==> src/rtl/sad_sched_pkg.sv <==
// Shared definitions for the SAD search scheduler: default widths, FSM states,
// the "no SAD seen yet" sentinel and the width of a queued job record.
package sad_sched_pkg;

  localparam int A_WIDTH_DEF   = 15;
  localparam int CNT_WIDTH_DEF = 8;
  localparam int ID_WIDTH_DEF  = 4;

  localparam logic [31:0] SAD_MAX = 32'hFFFF_FFFF;

  typedef enum logic [2:0] {
    ST_IDLE   = 3'd0,
    ST_LOAD   = 3'd1,
    ST_LAUNCH = 3'd2,
    ST_WAIT   = 3'd3,
    ST_UPDATE = 3'd4,
    ST_REPORT = 3'd5
  } state_t;

  // Queued job record is packed as {id, count, stride, base}
  function automatic int job_width(input int aw, input int cw, input int iw);
    return 2 * aw + cw + iw;
  endfunction

endpackage

==> src/rtl/sad_req_fifo.sv <==
// Small synchronous request queue. Read data is the head entry, visible
// combinationally; an entry pushed into an empty queue is poppable next cycle.
module sad_req_fifo #(
  parameter int WIDTH = 8,
  parameter int DEPTH = 2
) (
  input  logic             Clk,
  input  logic             Rst,
  input  logic             push,
  input  logic             pop,
  input  logic [WIDTH-1:0] din,
  output logic             full,
  output logic             empty,
  output logic [WIDTH-1:0] dout
);

  localparam int PW = (DEPTH > 1) ? $clog2(DEPTH) : 1;
  localparam int CW = PW + 1;

  logic [WIDTH-1:0] mem [DEPTH];
  logic [PW-1:0]    wr_ptr;
  logic [PW-1:0]    rd_ptr;
  logic [CW-1:0]    count;
  logic             do_push;
  logic             do_pop;

  assign full    = (count == CW'(DEPTH));
  assign empty   = (count == {CW{1'b0}});
  assign do_push = push & ~full;
  assign do_pop  = pop & ~empty;
  assign dout    = mem[rd_ptr];

  // Pointer and occupancy bookkeeping; pointers wrap naturally for power-of-two depth
  always_ff @(posedge Clk) begin
    if (Rst) begin
      wr_ptr <= {PW{1'b0}};
      rd_ptr <= {PW{1'b0}};
      count  <= {CW{1'b0}};
    end else begin
      if (do_push) wr_ptr <= wr_ptr + PW'(1);
      if (do_pop)  rd_ptr <= rd_ptr + PW'(1);
      case ({do_push, do_pop})
        2'b10:   count <= count + CW'(1);
        2'b01:   count <= count - CW'(1);
        default: count <= count;
      endcase
    end
  end

  // Storage array; contents need no reset since occupancy gates every read
  always_ff @(posedge Clk) begin
    if (do_push) mem[wr_ptr] <= din;
  end

endmodule

==> src/rtl/sad_search_sched.sv <==
// Job scheduler for a shared 16x16 SAD engine: dequeues search jobs, launches
// the engine once per candidate, keeps the running minimum and reports it.
module sad_search_sched
  import sad_sched_pkg::*;
#(
  parameter int A_WIDTH    = A_WIDTH_DEF,
  parameter int CNT_WIDTH  = CNT_WIDTH_DEF,
  parameter int ID_WIDTH   = ID_WIDTH_DEF,
  parameter int TIMEOUT    = 1024,
  parameter int FIFO_DEPTH = 2
) (
  input  logic                 Clk,
  input  logic                 Rst,
  input  logic                 Req_Valid,
  output logic                 Req_Ready,
  input  logic [A_WIDTH-1:0]   Req_Base,
  input  logic [A_WIDTH-1:0]   Req_Stride,
  input  logic [CNT_WIDTH-1:0] Req_Count,
  input  logic [ID_WIDTH-1:0]  Req_Id,
  output logic                 Eng_Go,
  output logic [A_WIDTH-1:0]   Eng_Base,
  input  logic                 Eng_Done,
  input  logic [31:0]          Eng_Sad,
  output logic                 Res_Valid,
  input  logic                 Res_Ready,
  output logic [31:0]          Res_MinSad,
  output logic [CNT_WIDTH-1:0] Res_MinIdx,
  output logic [ID_WIDTH-1:0]  Res_Id,
  output logic                 Res_Err,
  output logic                 Busy
);

  localparam int JW = job_width(A_WIDTH, CNT_WIDTH, ID_WIDTH);
  localparam int TW = $clog2(TIMEOUT + 1);

  state_t               state;
  logic                 fifo_full;
  logic                 fifo_empty;
  logic                 fifo_push;
  logic                 fifo_pop;
  logic [JW-1:0]        fifo_din;
  logic [JW-1:0]        fifo_dout;

  logic [A_WIDTH-1:0]   job_base;
  logic [A_WIDTH-1:0]   job_stride;
  logic [CNT_WIDTH-1:0] job_count;
  logic [ID_WIDTH-1:0]  job_id;
  logic [CNT_WIDTH-1:0] cand_idx;
  logic [A_WIDTH-1:0]   cand_addr;
  logic [31:0]          min_sad;
  logic [CNT_WIDTH-1:0] min_idx;
  logic [31:0]          cur_sad;
  logic [TW-1:0]        timer;

  logic                 sad_better;
  logic [31:0]          upd_min_sad;
  logic [CNT_WIDTH-1:0] upd_min_idx;
  logic                 last_cand;
  logic [A_WIDTH-1:0]   next_addr;
  logic                 timer_expired;

  // Ready is forced low during reset so nothing is accepted into a queue being cleared
  assign Req_Ready = ~fifo_full & ~Rst;
  assign fifo_push = Req_Valid & Req_Ready;
  assign fifo_pop  = (state == ST_IDLE) & ~fifo_empty;
  assign fifo_din  = {Req_Id, Req_Count, Req_Stride, Req_Base};
  assign Busy      = (state != ST_IDLE);

  sad_req_fifo #(
    .WIDTH (JW),
    .DEPTH (FIFO_DEPTH)
  ) u_req_fifo (
    .Clk   (Clk),
    .Rst   (Rst),
    .push  (fifo_push),
    .pop   (fifo_pop),
    .din   (fifo_din),
    .full  (fifo_full),
    .empty (fifo_empty),
    .dout  (fifo_dout)
  );

  // Strict compare keeps the earlier index on ties; address step wraps modulo 2^A_WIDTH
  always_comb begin
    sad_better    = (cur_sad < min_sad);
    upd_min_sad   = sad_better ? cur_sad : min_sad;
    upd_min_idx   = sad_better ? cand_idx : min_idx;
    last_cand     = (cand_idx == (job_count - CNT_WIDTH'(1)));
    next_addr     = cand_addr + job_stride;
    timer_expired = (timer == TW'(TIMEOUT - 1));
  end

  // Job sequencing FSM with registered engine and result outputs
  always_ff @(posedge Clk) begin
    if (Rst) begin
      state       <= ST_IDLE;
      job_base    <= {A_WIDTH{1'b0}};
      job_stride  <= {A_WIDTH{1'b0}};
      job_count   <= {CNT_WIDTH{1'b0}};
      job_id      <= {ID_WIDTH{1'b0}};
      cand_idx    <= {CNT_WIDTH{1'b0}};
      cand_addr   <= {A_WIDTH{1'b0}};
      min_sad     <= 32'h0000_0000;
      min_idx     <= {CNT_WIDTH{1'b0}};
      cur_sad     <= 32'h0000_0000;
      timer       <= {TW{1'b0}};
      Eng_Go      <= 1'b0;
      Eng_Base    <= {A_WIDTH{1'b0}};
      Res_Valid   <= 1'b0;
      Res_MinSad  <= 32'h0000_0000;
      Res_MinIdx  <= {CNT_WIDTH{1'b0}};
      Res_Id      <= {ID_WIDTH{1'b0}};
      Res_Err     <= 1'b0;
    end else begin
      case (state)
        ST_IDLE: begin
          if (!fifo_empty) begin
            {job_id, job_count, job_stride, job_base} <= fifo_dout;
            state <= ST_LOAD;
          end
        end
        ST_LOAD: begin
          cand_idx  <= {CNT_WIDTH{1'b0}};
          min_sad   <= SAD_MAX;
          min_idx   <= {CNT_WIDTH{1'b0}};
          cand_addr <= job_base;
          if (job_count == {CNT_WIDTH{1'b0}}) begin
            Res_Valid  <= 1'b1;
            Res_MinSad <= SAD_MAX;
            Res_MinIdx <= {CNT_WIDTH{1'b0}};
            Res_Id     <= job_id;
            Res_Err    <= 1'b0;
            state      <= ST_REPORT;
          end else begin
            Eng_Go   <= 1'b1;
            Eng_Base <= job_base;
            state    <= ST_LAUNCH;
          end
        end
        ST_LAUNCH: begin
          Eng_Go <= 1'b0;
          timer  <= {TW{1'b0}};
          state  <= ST_WAIT;
        end
        ST_WAIT: begin
          if (Eng_Done) begin
            cur_sad <= Eng_Sad;
            state   <= ST_UPDATE;
          end else if (timer_expired) begin
            Res_Valid  <= 1'b1;
            Res_MinSad <= min_sad;
            Res_MinIdx <= min_idx;
            Res_Id     <= job_id;
            Res_Err    <= 1'b1;
            state      <= ST_REPORT;
          end else begin
            timer <= timer + TW'(1);
          end
        end
        ST_UPDATE: begin
          min_sad <= upd_min_sad;
          min_idx <= upd_min_idx;
          if (last_cand) begin
            Res_Valid  <= 1'b1;
            Res_MinSad <= upd_min_sad;
            Res_MinIdx <= upd_min_idx;
            Res_Id     <= job_id;
            Res_Err    <= 1'b0;
            state      <= ST_REPORT;
          end else begin
            cand_idx  <= cand_idx + CNT_WIDTH'(1);
            cand_addr <= next_addr;
            Eng_Base  <= next_addr;
            Eng_Go    <= 1'b1;
            state     <= ST_LAUNCH;
          end
        end
        ST_REPORT: begin
          if (Res_Ready) begin
            Res_Valid <= 1'b0;
            state     <= ST_IDLE;
          end
        end
        default: begin
          state <= ST_IDLE;
        end
      endcase
    end
  end

endmodule
==> config.mk <==
export PLATFORM = sky130hd
export DESIGN_NAME = sad_search_sched
export DESIGN_NICKNAME = d
export VERILOG_FILES = /design/src/rtl/sad_sched_pkg.sv /design/src/rtl/sad_req_fifo.sv /design/src/rtl/sad_search_sched.sv
export SDC_FILE = /design/constraint.sdc
export NUM_CORES = 1
export LEC_CHECK = 0
export ABC_AREA = 1
export CORE_MARGIN = 2
export CORE_UTILIZATION = 44
export CTS_BUF_LIST = sky130_fd_sc_hd__clkbuf_4 sky130_fd_sc_hd__clkbuf_8 sky130_fd_sc_hd__clkbuf_16
export DETAILED_ROUTE_END_ITERATION = 10
export DONT_BUFFER_PORTS = 1
export MAX_ROUTING_LAYER = met4
export PLACE_DENSITY = 0.62
export SETUP_SLACK_MARGIN = 0.5
export SYNTH_ARGS = -nofsm -noshare
export SYNTH_HDL_FRONTEND = slang
export SYNTH_SLANG_ARGS = --single-unit
==> constraint.sdc <==
create_clock -name Clk -period 3.94 [get_ports Clk]
set_input_delay 0.788 -clock Clk [delete_from_list [all_inputs] [get_ports Clk]]
set_output_delay 0.788 -clock Clk [all_outputs]
set_load 0.01 [all_outputs]
# ---- Word-level counts from Yosys, hierarchy flattened
# Memory sizes are Yosys's and may differ from the RTL's. A register that Yosys moved wholly into a read port is not among the register bits.
# Cells that the tools add are included.
dict set report classes {
  add_sub_neg 8
  magnitude_cmp 1
  n_eq_ne 20
  mux 50
  n_bitwise 8
  n_reduce_logical 19
}
# operator count
set op_table {}
lappend op_table {{two-way mux 32 bit} 5}
lappend op_table {{case mux 32 bit (3 select lines)} 1}
lappend op_table {{case mux 32 bit (2 select lines)} 1}
lappend op_table {{case mux 15 bit (2 select lines)} 2}
lappend op_table {{two-way mux 8 bit} 6}
lappend op_table {{less-than comparator 32 bit} 1}
lappend op_table {{case mux 8 bit (2 select lines)} 2}
lappend op_table {{two-way mux 15 bit} 2}
lappend op_table {{case mux 8 bit (3 select lines)} 1}
lappend op_table {{two-way mux 11 bit} 2}
lappend op_table {{case mux 11 bit (2 select lines)} 1}
lappend op_table {{two-way mux 3 bit} 6}
lappend op_table {{!= test 2 bit (second input constant)} 9}
lappend op_table {{case mux 3 bit (6 select lines)} 1}
lappend op_table {{two-way mux 4 bit} 4}
lappend op_table {{adder 15 bit} 1}
lappend op_table {{case mux 4 bit (3 select lines)} 1}
lappend op_table {{AND reduction 3 bit} 4}
lappend op_table {{adder 11 x 1 -> 11 bit (second input constant)} 1}
lappend op_table {{== test 11 x 10 -> 1 bit (second input constant)} 1}
lappend op_table {{two-way mux 1 bit} 11}
lappend op_table {{nonzero test 3 bit} 3}
lappend op_table {{adder 8 x 1 -> 8 bit (second input constant)} 1}
lappend op_table {{== test 8 bit} 1}
lappend op_table {{other kinds (23)} 38}
dict set report word_totals {
  regBits 175
  ramBits 84
  inputBits 79
  output_inout_bits 64
  elab_cells 124
  n_memories 1
}
# name words width read_ports rd_ports_with_merged_regs wr line_no
set mem_list {}
lappend mem_list {u_req_fifo.mem 2 42 1 1 1 sad_req_fifo.sv:20} ;# logic [WIDTH-1:0] mem [DEPTH];

# ---- Depth between registers and ports, before layout
dict set report depth {
  depth_word 7
  depth_mapped 18
  ltp_nobuf 17
}

# ---- By module
# Synthesis repeated with hierarchy kept, for this count alone.
dict set report hier_totals {
  cells_unflattened 1722
  area_unflattened_um2 14196.1
}
# mod n_inst cells_per_inst area_each_um2
set by_module_without_submodules {}
lappend by_module_without_submodules {sad_search_sched 1 1551 10714.0}
lappend by_module_without_submodules {sad_req_fifo 1 171 3482.1}

# ---- Worst setup path after synthesis
# No wires, ideal clock.
dict set report synth_timing {
  path_type {input to register}
  start {in Rst}
  end {mem u_req_fifo.mem[0][0] (netlist bit), enable pin}
  setup_ns 0.442
  t_arrival_ns 2.996
  path_slack_ns 0.503
  path_stages 3
  path_buffers 0
  cell_sequence {a21oi_1 > nand2_1 > nor2_1}
}
dict set report synth_between {
  elab_chain_cells 6
}
# item line_no
set synth_lines {}
lappend synth_lines {{start, declared} sad_search_sched.sv:13} ;# input logic Rst,
lappend synth_lines {{inverter 1 bit} sad_search_sched.sv:63} ;# assign Req_Ready = ~fifo_full & ~Rst;
lappend synth_lines {{AND 1 bit} sad_search_sched.sv:63}
lappend synth_lines {{AND 1 bit} sad_search_sched.sv:64} ;# assign fifo_push = Req_Valid & Req_Ready;
lappend synth_lines {{AND 1 bit} sad_req_fifo.sv:29} ;# assign do_push = push & ~full;
lappend synth_lines {{two-way mux 1 bit} sad_req_fifo.sv:52} ;# if (do_push) mem[wr_ptr] <= din;
lappend synth_lines {{two-way mux 1 bit (not written as such)} sad_req_fifo.sv:52}
lappend synth_lines {{end, declared} sad_req_fifo.sv:20}
# No other way between the ends.

# ---- Worst setup path in the final report
dict set report layout_timing {
  start {reg state[1]}
  end {reg Eng_Base[7]}
}
dict set report layout_between {
  elab_chain_cells 3
}
# item line_no
set layout_lines {}
lappend layout_lines {{start, declared} sad_search_sched.sv:36} ;# state_t state;
lappend layout_lines {{start signal, assigned} sad_search_sched.sv:96} ;# state <= ST_IDLE;
lappend layout_lines {{start signal, assigned} sad_search_sched.sv:119} ;# state <= ST_LOAD;
lappend layout_lines {{start signal, assigned} sad_search_sched.sv:133} ;# state <= ST_REPORT;
lappend layout_lines {{== test 3 x 1 -> 1 bit or == test 3 bit (tied branches)} sad_search_sched.sv:115} ;# case (state)
lappend layout_lines {{!= test 2 bit (no line) or nonzero test 2 bit (tied branches)} n/a}
lappend layout_lines {{AND reduction 3 bit (no line)} n/a}
lappend layout_lines {{end signal, assigned} sad_search_sched.sv:108} ;# Eng_Base <= {A_WIDTH{1'b0}};
lappend layout_lines {{end signal, assigned} sad_search_sched.sv:136} ;# Eng_Base <= job_base;
lappend layout_lines {{end signal, assigned} sad_search_sched.sv:173} ;# Eng_Base <= next_addr;
lappend layout_lines {{end, declared} sad_search_sched.sv:21} ;# output logic [A_WIDTH-1:0] Eng_Base,
# Several ways; a longest one is shown, not always the timed one.
# A chain may end at the register's enable or synchronous reset.

==> out/results.ini <==
[sta]
setup_ws_ns=1.04
tightest_slew_ns=1.10
relSlewSlack_pct=26.7
skew_ns=0.0134
min_period_over_period_pct=73.5
finalHoldViolCount=0
fin_tns_setup_ns=0
max_freq_mhz=345
setup_viol=0
rsz0062_at_grt=false
drv_slew=0
layout_min_cycle_time_ns=2.90

[grt]
antenna_found_initial=0
grt.overflow.total=0
grt_pass1_wl_um=55200
track_usage_pct=21.4
grt_pass1_vias=10600
grt_max_degree=87

[yosys]
synth_nets=1858
synth_cell_types=40
seq_area_frac_synth_pct=50.2
ys_warn_count=0
syn_inst=1728
synth_seq_cells=301
syn_avg_cell_area_um2=7.92
netlist_area_um2=13700

[placed_design]
pre_cts_ws_ns=1.00
gp_congestion=0.915
dp_hpwl_um=22000
dpl_cell_area_um2=14000
portBuffers=0

[cells_and_area]
nNetsFinal=1823
post-route-util_pct=49.7
diodes=0
syn_to_final_growth_pct=11.1
drive_gt1_share_pct=6.17
fin_area_um2=15200

[floorplan]
dieArea_um2=32500
die_height_um=180
start_util_pct=44.7
io_pins=143
die_width_um=180
rows=64
core_area_um2=30600

[clock_tree]
hold_buffers=0
cts-root-buf=clkbuf_16
htree_levels=2
clk_pin_slew_ns=0.06
cts_inserted_buffers=35
cts_tree=built
cts_sinks=301
cts_max_path_buffers=3
clk_latency_ns=0.52
post-cts-setup-buffers=0
post_cts_resized=0

[detailed_routing]
drc=0
post_drt_wl_per_cell_um=16.0
ant_nets=0
first_pass_iters=5
drt-total-wl_um=33900
avgViaCountPerCell=5.20
vias=11000
drtIter0Drc=765

[power]
pwr-share-seq_pct=38.1
irDropWorstVdd_v=0.000454
switching_share_pct=38.5
power_switching_mw=4.64
intPower_mw=7.41
p_leak_nw=6.26
p_comb_share_pct=33.3
clock_power_share_pct=28.6
power_density_nw_per_um2=792

[worst_setup_path]
critical_path.cell_chain=nor2_1 > nand2_1 > inv_2 > nand2_2 > nand2_2 > nand2_2 > inv_2 > and2_1 > nor2_1
slowest_delay_ns=0.64
r2r-end=Eng_Base[7]
rr_worst_depth=9
r2r_start=state[1]
crit_start=state[1]
arrival_ns=3.30
critical_path_cell_count=9
cp_common_cell=nand2_2
critical-path-top-delay-family=simple AND/OR/NAND/NOR gates
cpMaxStageDelayCell=nand2_1
path_buf_inv=2
crit_path_start_kind=register
cp.required_ns=4.34
crit_type=register to register
end_kind=register
endpoint=Eng_Base[7]
r2r_slack_ns=1.04
cp_max_fo=29

[flow_run]
max_cap_viol_count=0

[worst_hold_path]
hp-class=input pin to register

[run_status]
status=completed

[power by group through the flow]
| stage | combinational [mW] | sequential, mW | clock, mW |
|---|---|---|---|
| after floorplan | 3.16 | 4.46 | 0 |
| after global placement | 3.96 | 4.64 | 0 |
| after detailed placement | 4.00 | 4.66 | 0 |
| after CTS | 4.02 | 4.60 | 3.50 |
| after global routing | 4.65 | 4.69 | 3.63 |
| final | 4.01 | 4.59 | 3.45 |
[stage by stage]
stage                     cells  hold slack (ns)  power [mW]
after floorplan            1728            0.422        7.63
after global placement     2052            0.434        8.60
after detailed placement   2052            0.441        8.66
after CTS                  2114            0.338        12.1
after global routing       2114            0.329        13.0
final                      2114            0.343        12.0
[worst register-to-register path, cell delays in order, from the launching register on]
cell,delay [ns]
dfxtp_1,0.35
nor2_1,0.09
nand2_1,0.64
inv_2,0.24
nand2_2,0.21
nand2_2,0.47
nand2_2,0.29
inv_2,0.28
and2_1,0.17
nor2_1,0.04
[worst min-delay path by stage]
stage / startpoint / end / depth (start not counted) / slack (ns)
floorplan: timer[10] / timer[10] / 2 / 0.42
global route: Rst / Eng_Base[12] / 1 / 0.33
global placement: timer[10] / timer[10] / 2 / 0.43
detailed placement: timer[10] / timer[10] / 2 / 0.44
CTS: Req_Base[7] / u_req_fifo.mem[1][7] / 0 / 0.34
finish: Rst / cand_idx[4] / 1 / 0.34
[layer usage]
layer	vias up	track usage, %	part of all wire [%]	wire, um
met2	277	33.7	45	15300
met3	45	6.61	8.5	2890
met1	4999	26.6	44	15000
met4	0	5.77	1.9	648
met5	-	-	0	0
li1	5673	-	-	-
[area by class of cell]
| class | instances | area (um2) |
|---|---|---|
| timing repair buffer | 17 | 165 |
| inverter | 184 | 692 |
| fill | 2953 | 15400 |
| clock buffer | 44 | 975 |
| clock inverter | 18 | 251 |
| multi-input combinational | 1154 | 5760 |
| sequential | 301 | 6870 |
| tap | 396 | 495 |
[flip-flops by register name, indices dropped and copies added, names as in the netlist]
signal,cells
Res_Valid,1
u_req_fifo.rd_ptr,1
cand_addr,15
Res_Id,4
Eng_Base,15
Res_Err,1
min_idx,8
Eng_Go,1
u_req_fifo.wr_ptr,1
cur_sad,32
cand_idx,8
job_base,15
job_stride,15
u_req_fifo.count,2
job_count,8
job_id,4
min_sad,32
state,3
Res_MinIdx,8
u_req_fifo.mem,84
Res_MinSad,32
timer,11
[logic make-up after synthesis]
group	Yosys count	share of synthesized area [%]
compound gates	427	16.2
xor+xnor	15	0.960
fa+ha+maj	51	4.72
buf+inv	273	7.91
flops	301	50.2
simple gates	661	20.0
[synth_stat cells (all sizes together)]
| library cell | count | share of area (%) |
|---|---|---|
| or2 | 4 | 0.18 |
| o41ai | 1 | 0.064 |
| a21oi | 204 | 7.5 |
| xnor2 | 6 | 0.38 |
| a31oi | 43 | 2.0 |
| nand2 | 402 | 11 |
| o21bai | 2 | 0.11 |
| or3 | 1 | 0.046 |
| xor2 | 9 | 0.58 |
| dfxtp | 217 | 32 |
| o211ai | 3 | 0.16 |
| nor3b | 2 | 0.11 |
| clkinv | 2 | 0.055 |
| inv | 182 | 5.0 |
| a21o | 2 | 0.11 |
| nand3b | 3 | 0.16 |
| nand4 | 19 | 0.87 |
| buf | 26 | 1.1 |
| nor3 | 10 | 0.37 |
| nor4 | 3 | 0.14 |
| o21a | 1 | 0.055 |
| edfxtp | 84 | 18 |
| nor2 | 132 | 3.8 |
| ha | 50 | 4.6 |
| fa | 1 | 0.15 |
| o21ai | 171 | 6.3 |
| and2 | 1 | 0.046 |
| nand3 | 84 | 3.1 |
| clkbuf | 63 | 1.7 |
[cell usage in the layout, fill, tap and decap left out, types with 2 or more instances in the layout]
cell type	n
nand2_1	397
buf_12	3
nor3b_1	2
inv_2	7
clkinv_1	3
nor2_4	4
xnor2_1	6
a31oi_1	43
edfxtp_1	84
or2_2	3
bufinv_16	6
nor4_1	3
o21ai_1	5
clkbuf_8	5
dfxtp_1	217
o211ai_1	3
xor2_1	9
nor2_2	5
inv_1	175
nor3_1	10
clkbuf_4	4
o21ai_0	166
nand3b_1	3
nand4_1	19
ha_1	50
clkinv_2	8
nor2_1	123
a21oi_1	202
nand2_2	5
o21bai_1	2
buf_4	14
clkbuf_16	35
a21o_1	2
nand3_2	2
nand3_1	82
No activity file was read; power rests on OpenSTA's default activity.
